[config.mk]
export PLATFORM = sky130hd
export DESIGN_NAME = axis_header_splitter
export DESIGN_NICKNAME = d
export VERILOG_FILES = /design/src/rtl/axis_header_splitter.sv
export SDC_FILE = /design/constraint.sdc
export NUM_CORES = 1
export LEC_CHECK = 0
export ABC_CLOCK_PERIOD_IN_PS = 2090
export BUFFER_PORTS_ARGS = -buffer_cell sky130_fd_sc_hd__buf_2
export CORE_AREA = 2 2 319 321
export CTS_BUF_LIST = sky130_fd_sc_hd__clkbuf_16
export CTS_CLUSTER_SIZE = 10
export DETAILED_ROUTE_END_ITERATION = 16
export DIE_AREA = 0 0 321 323
export GPL_TIMING_DRIVEN = 0
export PLACE_DENSITY = 0.67
export SYNTH_ARGS = -nofsm -noshare
export SYNTH_HDL_FRONTEND = slang
export SYNTH_SLANG_ARGS = --single-unit
[constraint.sdc]
create_clock -name axis_aclk -period 2.09 [get_ports axis_aclk]
set_input_delay 0.3135 -clock axis_aclk [delete_from_list [all_inputs] [get_ports axis_aclk]]
set_output_delay 0.3135 -clock axis_aclk [all_outputs]
set_load 0.005 [all_outputs]
[src/rtl/axis_header_splitter.sv]
// rtl/axis_header_splitter.sv - gathers leading packet beats into a wide header word, forwards the rest as payload
module axis_header_splitter #(
    parameter int TDATA_WIDTH  = 64,
    parameter int TUSER_WIDTH  = 128,
    parameter int HEADER_BEATS = 4,
    localparam int TKEEP_WIDTH = TDATA_WIDTH / 8,
    localparam int HDR_WIDTH   = HEADER_BEATS * TDATA_WIDTH,
    localparam int HKEEP_WIDTH = HEADER_BEATS * TKEEP_WIDTH,
    localparam int CNT_WIDTH   = $clog2(HEADER_BEATS + 1)
) (
    input  logic                   axis_aclk,
    input  logic                   axis_resetn,
    input  logic [TDATA_WIDTH-1:0] axis_in_tdata,
    input  logic [TKEEP_WIDTH-1:0] axis_in_tkeep,
    input  logic [TUSER_WIDTH-1:0] axis_in_tuser,
    input  logic                   axis_in_tvalid,
    output logic                   axis_in_tready,
    input  logic                   axis_in_tlast,
    output logic [HDR_WIDTH-1:0]   header_tdata,
    output logic [HKEEP_WIDTH-1:0] header_tkeep,
    output logic [TUSER_WIDTH-1:0] header_tuser,
    output logic [CNT_WIDTH-1:0]   header_beats,
    output logic                   header_short,
    output logic                   header_tvalid,
    input  logic                   header_tready,
    output logic [TDATA_WIDTH-1:0] axis_payload_tdata,
    output logic [TKEEP_WIDTH-1:0] axis_payload_tkeep,
    output logic [TUSER_WIDTH-1:0] axis_payload_tuser,
    output logic                   axis_payload_tvalid,
    input  logic                   axis_payload_tready,
    output logic                   axis_payload_tlast
);

    typedef enum logic {ST_HDR, ST_PAY} state_t;

    state_t                 state_q, state_d;
    logic [CNT_WIDTH-1:0]   cnt_q;
    logic [HDR_WIDTH-1:0]   acc_data_q, acc_data_merged;
    logic [HKEEP_WIDTH-1:0] acc_keep_q, acc_keep_merged;
    logic [TUSER_WIDTH-1:0] pkt_user_q, first_user;
    logic                   is_complete, hdr_slot_free, pay_slot_free;
    logic                   hdr_accept, complete_accept, pay_accept;

    assign hdr_slot_free = !header_tvalid || header_tready;
    assign pay_slot_free = !axis_payload_tvalid || axis_payload_tready;

    always_comb begin
        state_d        = state_q;
        is_complete    = 1'b0;
        axis_in_tready = 1'b0;
        case (state_q)
            ST_HDR: begin
                is_complete    = (cnt_q == CNT_WIDTH'(HEADER_BEATS - 1)) || axis_in_tlast;
                axis_in_tready = is_complete ? hdr_slot_free : 1'b1;
                if (axis_in_tvalid && axis_in_tready && is_complete && !axis_in_tlast)
                    state_d = ST_PAY;
            end
            ST_PAY: begin
                axis_in_tready = pay_slot_free;
                if (axis_in_tvalid && axis_in_tready && axis_in_tlast)
                    state_d = ST_HDR;
            end
            default: state_d = ST_HDR;
        endcase
    end

    assign hdr_accept      = (state_q == ST_HDR) && axis_in_tvalid && axis_in_tready;
    assign complete_accept = hdr_accept && is_complete;
    assign pay_accept      = (state_q == ST_PAY) && axis_in_tvalid && axis_in_tready;

    // Accumulator with the current beat dropped into slot cnt; the completing beat is
    // never stored, the header registers take this merged view directly.
    always_comb begin
        acc_data_merged = acc_data_q;
        acc_keep_merged = acc_keep_q;
        for (int k = 0; k < HEADER_BEATS; k++) begin
            if (cnt_q == CNT_WIDTH'(k)) begin
                acc_data_merged[k*TDATA_WIDTH +: TDATA_WIDTH] = axis_in_tdata;
                acc_keep_merged[k*TKEEP_WIDTH +: TKEEP_WIDTH] = axis_in_tkeep;
            end
        end
    end

    assign first_user = (cnt_q == '0) ? axis_in_tuser : pkt_user_q;

    always_ff @(posedge axis_aclk or negedge axis_resetn) begin
        if (!axis_resetn) begin
            state_q    <= ST_HDR;
            cnt_q      <= '0;
            acc_data_q <= '0;
            acc_keep_q <= '0;
            pkt_user_q <= '0;
        end else begin
            state_q <= state_d;
            if (hdr_accept) begin
                pkt_user_q <= first_user;
                if (is_complete) begin
                    cnt_q      <= '0;
                    acc_data_q <= '0;
                    acc_keep_q <= '0;
                end else begin
                    cnt_q      <= cnt_q + CNT_WIDTH'(1);
                    acc_data_q <= acc_data_merged;
                    acc_keep_q <= acc_keep_merged;
                end
            end
        end
    end

    always_ff @(posedge axis_aclk or negedge axis_resetn) begin
        if (!axis_resetn) begin
            header_tvalid <= 1'b0;
            header_tdata  <= '0;
            header_tkeep  <= '0;
            header_tuser  <= '0;
            header_beats  <= '0;
            header_short  <= 1'b0;
        end else if (complete_accept) begin
            header_tvalid <= 1'b1;
            header_tdata  <= acc_data_merged;
            header_tkeep  <= acc_keep_merged;
            header_tuser  <= first_user;
            header_beats  <= cnt_q + CNT_WIDTH'(1);
            header_short  <= axis_in_tlast && (cnt_q < CNT_WIDTH'(HEADER_BEATS - 1));
        end else if (header_tready) begin
            header_tvalid <= 1'b0;
            header_tdata  <= '0;
            header_tkeep  <= '0;
            header_tuser  <= '0;
            header_beats  <= '0;
            header_short  <= 1'b0;
        end
    end

    // Payload register drains on its own so header collection of the next packet can overlap.
    always_ff @(posedge axis_aclk or negedge axis_resetn) begin
        if (!axis_resetn) begin
            axis_payload_tvalid <= 1'b0;
            axis_payload_tdata  <= '0;
            axis_payload_tkeep  <= '0;
            axis_payload_tuser  <= '0;
            axis_payload_tlast  <= 1'b0;
        end else if (pay_accept) begin
            axis_payload_tvalid <= 1'b1;
            axis_payload_tdata  <= axis_in_tdata;
            axis_payload_tkeep  <= axis_in_tkeep;
            axis_payload_tuser  <= pkt_user_q;
            axis_payload_tlast  <= axis_in_tlast;
        end else if (axis_payload_tready) begin
            axis_payload_tvalid <= 1'b0;
        end
    end

endmodule

==> qor.yml <==
run_status:
  status: "finished, violations left"
  violations: "hold timing, setup timing"
synth:
  yosys.area_share.simple_pct: 7.158
  synth_area_um2: 45080
  ys_top_cells_by_area: "dfrtp_1, mux2i_1, mux2_2"
  synth_seq_cells: 1043
  synth.area.mux_share_pct: 26.81
  ys_seq_area_share_pct: 57.90
  synth_cell_types: 31
  synthCells: 3267
  yosys_warnings: 0
  synthAdderAreaFrac_pct: 0.1388
  synth_compound_area_share_pct: 4.435
  synth_ff_type: "dfrtp_1"
  synth_edf_count: 0
  synth_top_area_share_pct: 57.90
  syn_avg_cell_area_um2: 13.80
  synth-xor-area-share_pct: 0
  async_flop_share_pct: 100.0
  synth_nets: 3478
  synth_top_family_by_area: "multiplexers"
  yosys.area.top_type: "dfrtp_1"
place:
  port_buffers: 756
  post-place-ws_ns: -1.242
  placedCellCount: 5339
  placed_cell_area_um2: 50720
  routabilityCongestion: 0.8431
  place.detailed.hpwl_um: 101100
cts:
  cts-hold-fix-buffers: 136
  clk_latency_ns: 0.69
  cts_buffers: 117
  clock-sinks: 1043
  clkTransAtPathRegs_ns: 0.05
  cts.htree.levels: 3
  cts_tree: "done"
  cts_max_path_buffers: 3
  root_buffer: "clkbuf_16"
sta:
  worstMarginPinSlew_ns: 1.121
  fin_crit_sh_pct: 107.5
  min_period_ns: 2.247
  setup_ws_ns: -0.1575
  fmax_ghz: 0.4449
  setup_viol: 150
  final_max_slew_viol_count: 0
  hold_violations: 257
  grt_setup_unrepaired: "true"
  max-slew-margin-rel_pct: 25.29
  hold_ws_ns: -0.3641
  finClkSkew_ns: 0.01978
setup_path:
  cp.required_ns: 1.78
  reg2reg_from: "cnt_q[1]"
  reg2regPathDepth: 9
  start_kind: "register"
  path_max_fanout: 3
  crit_type: "register to primary output"
  crit_start: "cnt_q[1]"
  critPathCaptureType: "primary output"
  r2r_end: "acc_data_q[105]"
  arrival_ns: 1.93
  r2r_setup_slack_ns: -0.14
final_layout:
  stdcell_area_um2: 57400
  utilization_pct: 56.99
  drive_gt1_share_pct: 33.04
  nNetsFinal: 4556
  final_cells: 5687
  syn2layout_area_growth_pct: 27.32
global_routing:
  antenna_found_initial: 12
  overflow: 0
  first_global_vias: 31410
  grt_max_degree: 167
  grt_usage_pct: 27.43
  grt_pass1_wl_um: 211300
hold_path:
  hold_path.class: "input port to async pin"
die:
  coreArea_um2: 100700
  initial_core_util_pct: 44.76
  die_y_um: 323
  dieArea_um2: 103700
  row_count: 117
  fp.dieW_um: 321
  pin_count: 830
power:
  p_total_uw: 78330
  p_per_area_nw_per_um2: 1365
  max-vdd-ir-drop_mv: 1.059
  p_leak_uw: 0.02837
routing:
  vias: 30110
  drt_first_pass_iters: 5
  routed_wl_um: 145000
  drtIter0Drc: 2074
  viasPerCell: 5.295
  drc: 0
  avgRoutedWirePerCell_um: 25.50
  ant_nets: 0
run:
  maxCapViolCount: 0
-- stage by stage --
stage / setup TNS (ns) / hold slack, ns
global placement: - / 0.4678
finish: -9.901 / -0.3641
CTS: -6.065 / -0.2694
global route: -17.55 / -0.2438
floorplan: 0 / 0.01791
detailed placement: -782.56 / 0.2304
-- flip-flops by register name, indices dropped and copies added, names as in the netlist, 3 cells and up --
| signal | count |
|---|---|
| header_tuser | 128 |
| acc_data_q | 256 |
| header_tkeep | 32 |
| axis_payload_tdata | 64 |
| axis_payload_tuser | 128 |
| header_tdata | 256 |
| pkt_user_q | 128 |
| cnt_q | 3 |
| acc_keep_q | 32 |
| axis_payload_tkeep | 8 |
| header_beats | 3 |
-- cell type report --
cell class	instances	area, um2
inverters	4	17.52
clock buffers	119	2978
multi-input cells	1916	17770
clock inverters	25	127.6
repair buffers	965	6474
well taps	1309	1638
diodes	8	20.02
plain buffers	298	2270
flip-flops and latches	1043	26100
fillers	8313	43320
-- layout by cell type (no fill, tap or decap), types with 4 or more instances in the layout --
| cell type | instances |
|---|---|
| a22o_1 | 216 |
| and2_1 | 72 |
| buf_1 | 74 |
| buf_12 | 28 |
| buf_16 | 17 |
| buf_2 | 781 |
| buf_4 | 51 |
| buf_6 | 51 |
| buf_8 | 27 |
| clkbuf_1 | 49 |
| clkbuf_16 | 133 |
| clkbuf_2 | 14 |
| clkbuf_4 | 19 |
| clkbuf_8 | 4 |
| clkinv_1 | 6 |
| dfrtp_1 | 1040 |
| diode_2 | 8 |
| dlygate4sd3_1 | 133 |
| inv_1 | 16 |
| mux2_1 | 51 |
| mux2_2 | 229 |
| mux2_4 | 50 |
| mux2i_1 | 822 |
| mux2i_2 | 11 |
| nand2b_1 | 425 |
-- cells in the mapped netlist (4+ instances only) --
cell,instances
a22o_1,216
and2_1,72
and3_1,4
buf_1,76
buf_2,81
buf_4,24
buf_6,34
clkbuf_1,85
clkbuf_2,4
dfrtp_1,1043
ha_1,5
inv_1,4
mux2_1,87
mux2_2,243
mux2i_1,836
nand2b_1,425
nor2b_1,5
-- worst max path at each step --
stage	slack [ns]	to
floorplan	0.04	acc_data_q[132]
global placement	-22.74	axis_payload_tuser[114]
detailed placement	-1.24	acc_data_q[1]
CTS	-0.25	axis_in_tready
global route	-0.23	axis_in_tready
finish	-0.16	axis_in_tready
-- worst max-delay path: stages, from the launching register on --
cell and delay, ns:
dfrtp_2 0.44, ha_4 0.18, ha_4 0.17, nor2_4 0.10, nor3_2 0.05, a31oi_1 0.14, buf_2 0.17
-- what timing repair did --
| action | CTS | global route |
|---|---|---|
| gates resized for setup | 263 | 132 |
| pin swaps | 6 | 7 |
| setup endpoints to repair | 1013 | 712 |
| cloned | 7 | 12 |
| setup buffers | 33 | 15 |
| hold endpoints to repair | 400 | 257 |
-- cell families (layout without fill, tap and decap cells) --
logic type / count (synthesis) / in the layout
muxes: 1166 / 1166
AOI/OAI and AO/OA: 227 / 227
DFF: 1043 / 1043
buffers and inverters: 308 / 1411
other: 0 / 8
adders and majority gates: 5 / 5
and+or+nand+nor: 518 / 518
-- where the power goes --
| part | total [uW] | switching [uW] | internal [uW] | leakage, uW |
|---|---|---|---|---|
| clock network | 18000 | 7890 | 10100 | 0.00158 |
| registers | 30800 | 3930 | 26900 | 0.0136 |
| logic | 29500 | 14300 | 15200 | 0.0132 |
| total | 78300 | 26100 | 52200 | 0.0284 |
-- layer usage --
metal	vias up	share of wire, %	GRT usage [%]
met5	-	0.026	0
met4	6	4.0	11.14
met3	220	6.6	7.119
met2	865	48	45.20
met1	15480	41	34.49
li1	13540	-	-
Power figures use the tool's default switching activity.
